[config.mk]
export PLATFORM = sky130hd
export DESIGN_NAME = instruction_fetch_stage
export DESIGN_NICKNAME = d
export VERILOG_FILES = /design/src/rtl/instruction_fetch_stage.sv
export SDC_FILE = /design/constraint.sdc
export NUM_CORES = 1
export LEC_CHECK = 0
export ABC_CLOCK_PERIOD_IN_PS = 2000
export BUFFER_PORTS_ARGS = -buffer_cell sky130_fd_sc_hd__buf_4
export CAP_MARGIN = 20
export CORE_UTILIZATION = 45
export CTS_CLUSTER_SIZE = 14
export DETAILED_ROUTE_END_ITERATION = 10
export MAX_ROUTING_LAYER = met4
export PLACE_DENSITY_LB_ADDON = 0.2
export RECOVER_POWER = 100
export SYNTH_ARGS = -nofsm -noshare
export SYNTH_HDL_FRONTEND = slang
export SYNTH_SLANG_ARGS = --single-unit
[constraint.sdc]
create_clock -name clk -period 2 [get_ports clk]
set_input_delay 0.3 -clock clk [delete_from_list [all_inputs] [get_ports clk]]
set_output_delay 0.3 -clock clk [all_outputs]
set_load 0.05 [all_outputs]
[src/rtl/instruction_fetch_stage.sv]
// IF stage: owns the PC, addresses a combinational instruction memory and fills the IF/ID register.
// Redirects flush and reload the PC, stalls freeze everything, and an out-of-range PC parks fetch in HALT.
module instruction_fetch_stage #(
    parameter logic [31:0] RESET_PC  = 32'd100,
    parameter int          MEM_WORDS = 64,
    parameter logic [31:0] NOP_INST  = 32'h0
) (
    input  logic        clk,
    input  logic        rst_n,
    output logic [31:0] pcOut,
    input  logic [31:0] instIn,
    input  logic        stall,
    input  logic        redirectValid,
    input  logic [31:0] redirectTarget,
    output logic [31:0] ifidInst,
    output logic [31:0] ifidPcPlus4,
    output logic        ifidValid,
    output logic        halted,
    output logic        faultMisalign,
    output logic [31:0] fetchCount
);

    typedef enum logic {
        RUN  = 1'b0,
        HALT = 1'b1
    } fetch_state_t;

    localparam logic [32:0] LIMIT = 33'(4 * MEM_WORDS);

    fetch_state_t state, state_next;
    logic [31:0]  pc, pc_next;
    logic [31:0]  inst_next, pcplus4_next, count_next;
    logic         valid_next, fault_next;
    logic         in_range;
    logic [31:0]  pc_plus4;

    assign pcOut    = pc;
    assign in_range = ({1'b0, pc} < LIMIT);
    assign pc_plus4 = pc + 32'd4;
    assign halted   = (state == HALT);

    // Control priority on each edge: redirect beats stall beats normal fetch.
    // A redirect flushes IF/ID and returns to RUN even while stalled or halted.
    always_comb begin
        state_next   = state;
        pc_next      = pc;
        inst_next    = ifidInst;
        pcplus4_next = ifidPcPlus4;
        valid_next   = ifidValid;
        fault_next   = faultMisalign;
        count_next   = fetchCount;

        if (redirectValid) begin
            pc_next      = {redirectTarget[31:2], 2'b00};
            inst_next    = NOP_INST;
            pcplus4_next = 32'd0;
            valid_next   = 1'b0;
            state_next   = RUN;
            if (redirectTarget[1:0] != 2'b00) begin
                fault_next = 1'b1;
            end
        end else if (!stall) begin
            unique case (state)
                RUN: begin
                    if (in_range) begin
                        inst_next    = instIn;
                        pcplus4_next = pc_plus4;
                        valid_next   = 1'b1;
                        pc_next      = pc_plus4;
                        count_next   = fetchCount + 32'd1;
                    end else begin
                        inst_next    = NOP_INST;
                        pcplus4_next = 32'd0;
                        valid_next   = 1'b0;
                        state_next   = HALT;
                    end
                end
                HALT: begin
                    inst_next    = NOP_INST;
                    pcplus4_next = 32'd0;
                    valid_next   = 1'b0;
                end
                default: begin
                    state_next = RUN;
                end
            endcase
        end
    end

    always_ff @(posedge clk or negedge rst_n) begin
        if (!rst_n) begin
            state         <= RUN;
            pc            <= RESET_PC;
            ifidInst      <= NOP_INST;
            ifidPcPlus4   <= 32'd0;
            ifidValid     <= 1'b0;
            faultMisalign <= 1'b0;
            fetchCount    <= 32'd0;
        end else begin
            state         <= state_next;
            pc            <= pc_next;
            ifidInst      <= inst_next;
            ifidPcPlus4   <= pcplus4_next;
            ifidValid     <= valid_next;
            faultMisalign <= fault_next;
            fetchCount    <= count_next;
        end
    end

endmodule

**Yosys cells after proc, flatten, opt, wreduce, memory -nomap -nowiden**

Cells that the tools add are included.

- $add $sub $neg: 2
- Order comparisons: 1
- Eq/ne operators: 2
- Multiplexer cells: 20
- Bitwise operators: 3
- Reductions and logical operators: 5

Operator list:

| kind | count |
|---|---|
| 2-to-1 mux 32 bit | 10 |
| case mux 32 bit (2 select lines) | 2 |
| adder 32 x 1 -> 32 bit, second input constant | 1 |
| adder 32 x 3 -> 32 bit, second input constant | 1 |
| < comparator 32 x 9 -> 1 bit, second input constant | 1 |
| 2-to-1 mux 1 bit | 7 |
| AND reduction 4 bit | 1 |
| nonzero test 2 bit | 2 |
| NOT 1 bit | 3 |
| AND reduction 3 bit | 1 |
| inequality test 2 x 1 -> 1 bit, second input constant | 1 |
| inequality test 2 bit, second input constant | 1 |
| case mux 1 bit (2 select lines) | 1 |
| AND reduction 2 bit | 1 |

- Bits in registers: 131
- Input port bits: 68
- Output and inout bits: 131
- Word-level logic and storage cells: 40

**Longest topological paths before layout**

- Depth in word-level cells: 5
- Gate-level depth with buffers: 7
- Gate-level depth less buffers: 6

**Worst setup path after synthesis**

Ideal clock, no wire load.

- Path kind: flip-flop to flip-flop
- Start point: register fetchCount[0]
- End point: register fetchCount[28]
- Setup time: 142 ps
- Arrival: 2163 ps
- Required time: 1858 ps
- Setup slack: -305 ps
- Cell stages (with the launch flop): 7
- Path buffers: 0
- Clock period less this slack: 2305 ps
- Cells stage by stage: dfrtp_1 ha_1 nand3_1 or4_4 nor4_4 nand4_1 xnor2_1

- Longest elaborated chain between the ends: 1

RTL lines:

| what | line | text |
|---|---|---|
| start, declared | 20 | `output logic [31:0] fetchCount` |
| start signal, assigned | 106 | `fetchCount <= count_next;` |
| adder 32 x 1 -> 32 bit | 70 | `count_next = fetchCount + 32'd1;` |

No other way between the ends.
A chain may end at the register's enable or synchronous reset.

**Worst setup path in the final report**

- Start point: register fetchCount[6]
- End point: register fetchCount[22]

The elaborated chain is that of the path after synthesis.

==> qor.txt <==
initial antenna violation count: 0
nets@finish: 682
CTS H-Tree Depth: 4
largest net degree at the start of global routing: 63
Post-synth EDFFs: 0
global-route congestion overflow total: 0
crit path to: fetchCount[22]
CP Class: flip-flop to flip-flop
TritonRoute pass-1 iters: 4
Leakage Power: 3.42 nW
critical path capture point type: flip-flop
DR vias: 3919
CTS tree: done
Chip Width: 108 µm
# setup viols final: 0
layout cells sized above 1: 37.3%
Max VDD drop: 0.544 mV
diode count: 0
crit path launch type: flip-flop
dpl ws: -0.0117 ns
final hold violation count: 0
slack of the critical path: 0.0253 ns
Seq cells post-synth: 128
Sw Pwr: 1.54 mW
Syn Inst Count: 382
clock share of power: 45.8%
Crit Path Max Fanout: 6
hpwl dp: 8920 µm
largest cells by area after synthesis: dfrtp_1 (61%), a22o_1 (6.2%), xnor2_1 (5.5%)
RSZ-0062 raised after global routing: true
Tot GR Track Use: 22.8%
part of the power in registers: 44.5%
worst hold slack: 0.107 ns
Ys Warns: 0
top-count cell post-synth: dfrtp_1
Final TNS setup: 0 ns
Hold WC Path Type: primary input to flip-flop
outcome: finished clean
power density over the cells: 853 mW/mm²
sw frac: 24.9%
Final Routed Wirelength: 12700 µm
Reg2Reg Depth: 5
first-pass GRT wire length: 20000 µm
dpl cell area: 0.00693 mm²
synth cell count leaders: dfrtp_1 (125), a22o_1 (36), xnor2_1 (32)
Syn-to-layout area delta: 41.8%
count of cell types in the netlist: 42
Clock transition at path regs: 0.06 ns
FFs w/ async S/R, synth: 100%
Root Driver: clkbuf_16
core area: 0.0109 mm²
vias in the first global route: 3940
CP required: 2.32 ns
WL/cell: 16.6 µm
clk_lat worst skew: 0.41 ns
Worst Clk Skew: 0.0110 ns
Num CTS Buffers: 17
CTS sink cnt: 128
top cell type's share of synthesized area: 61.4%
Pwr Total: 6.17 mW
Vias per Instance: 5.12
top_reg_cell synth: dfrtp_1
post-route ant nets: 0
initial DRC count: 154
Logic pwr share: 9.7%
internal cell power: 4.63 mW
PortBufs: 196
DRC viols: 0
Critical R2R Launch: fetchCount[6]
Highest Clock Rate: 506 MHz
Final Cycle Share: 98.7%
num ports: 199
syn_area_per_cell: 13.3 µm²
total of max-cap violations: 0
Mapped Area: 0.00510 mm²
Worst-Margin Slew: 0.890 ns
Critical R2R Capture: fetchCount[22]
Final Max Slew Viols: 0
crit path from: fetchCount[6]
FF-to-FF setup slack: 0.03 ns
post-synthesis sequential area ratio: 62.9%
Tmin final: 1.97 ns
die height: 108 µm
Initial Util: 46.6%
maximum clock path buffer count: 2
Die Area: 0.0118 mm²
design area: 0.00723 mm²
FP Rows: 38
Max transition margin: 40.6%
GP Congestion: 0.803
Yosys top cell by area: dfrtp_1
crit path DAT: 2.29 ns
worst max-delay path, cell delays in order, from the launching register on:
cell and delay, ns:
dfrtp_2 0.36, nand4_1 0.13, or4_4 0.59, nor4_4 0.43
nand3_1 0.17, xnor2_1 0.21
cell type report:
cell class	instances	area (µm²)
fillers	922	3710
clock buffers	24	472
clock inverters	8	67.6
multi-input cells	232	1870
well taps	140	175
inverters	1	3.75
repair buffers	232	1390
flip-flops and latches	128	3240
logic make-up (layout without fill, tap and decap cells):
| logic type | after synthesis | after routing | share of synthesized area, % |
|---|---|---|---|
| flip-flops | 128 | 128 | 62.9 |
| AND/OR/NAND/NOR | 113 | 113 | 14.3 |
| AO/OA/AOI/OAI | 49 | 49 | 7.66 |
| XOR/XNOR | 41 | 41 | 7.04 |
| multiplexers | 25 | 25 | 5.50 |
| buffers and inverters | 23 | 265 | 2.06 |
| adder cells (fa/ha/maj) | 2 | 2 | 0.491 |
| other | 1 | 2 | 0.0736 |
metal layers:
metal / part of all wire (%) / track usage, % / vias up
li1: - / - / 1820
met1: 43 / 29.5 / 1968
met2: 51 / 35.3 / 118
met3: 5.0 / 6.03 / 13
met4: 0.93 / 6.95 / 0
met5: 0 / - / -
registers in the layout, summed over array words and instances, names as in the netlist:
signal	count
pcOut	30
fetchCount	32
halted	1
ifidPcPlus4	31
ifidValid	1
ifidInst	32
faultMisalign	1
worst min-delay path by stage:
stage,start,endpoint,slack [ns],cells after the start
after floorplan,rst_n,faultMisalign,0.004,0
after CTS,redirectTarget[7],pcOut[7],0.09,3
after global routing,instIn[3],ifidInst[3],0.1,2
after detailed placement,rst_n,fetchCount[31],0.24,1
final,instIn[21],ifidInst[21],0.11,2
after global placement,rst_n,fetchCount[29],0.24,1
power by group through the flow:
stage | combinational (mW) | sequential, mW | clock, mW
global placement | 0.644 | 2.78 | 0
detailed placement | 0.650 | 2.78 | 0
floorplan | 0.136 | 2.99 | 0
CTS | 0.653 | 2.74 | 2.87
global route | 0.642 | 2.75 | 3.00
finish | 0.600 | 2.74 | 2.83
through the flow:
step / cells / util [%]
after floorplan: 383 / -
after global placement: 715 / 63.4
after detailed placement: 715 / 63.4
after CTS: 749 / 68.5
after global routing: 765 / 66.1
final: 765 / 66.1
placed cells by master (no fill, tap or decap), types with 2 or more instances in the layout:
| cell | instances |
|---|---|
| buf_4 | 122 |
| clkbuf_1 | 103 |
| dfrtp_1 | 95 |
| a22o_1 | 36 |
| xnor2_1 | 31 |
| dfrtp_2 | 30 |
| mux2_2 | 23 |
| and2_1 | 22 |
| nand2_1 | 17 |
| clkbuf_16 | 17 |
| nand3_1 | 13 |
| nand4_1 | 12 |
| xor2_1 | 9 |
| o21ai_1 | 7 |
| and3_1 | 7 |
| nor2_1 | 6 |
| clkinv_2 | 6 |
| and4_1 | 5 |
| nor3_1 | 5 |
| and2_0 | 5 |
| nor4_4 | 5 |
| nor4_1 | 3 |
| clkbuf_4 | 3 |
| clkbuf_2 | 3 |
| dfstp_2 | 3 |
| buf_6 | 3 |
| nor2b_1 | 2 |
| a22oi_1 | 2 |
| conb_1 | 2 |
| clkbuf_8 | 2 |
timing repair:
item | in CTS | in global routing
endpoints found under the hold margin | 24 | 0
endpoints found under the setup margin | 3 | 15
cloned | 0 | 0
hold buffers | 1 | 0
gates resized for setup | 0 | 7
setup buffers | 1 | 16
pin swaps | 2 | 13
(Power assumes the default switching activity.)
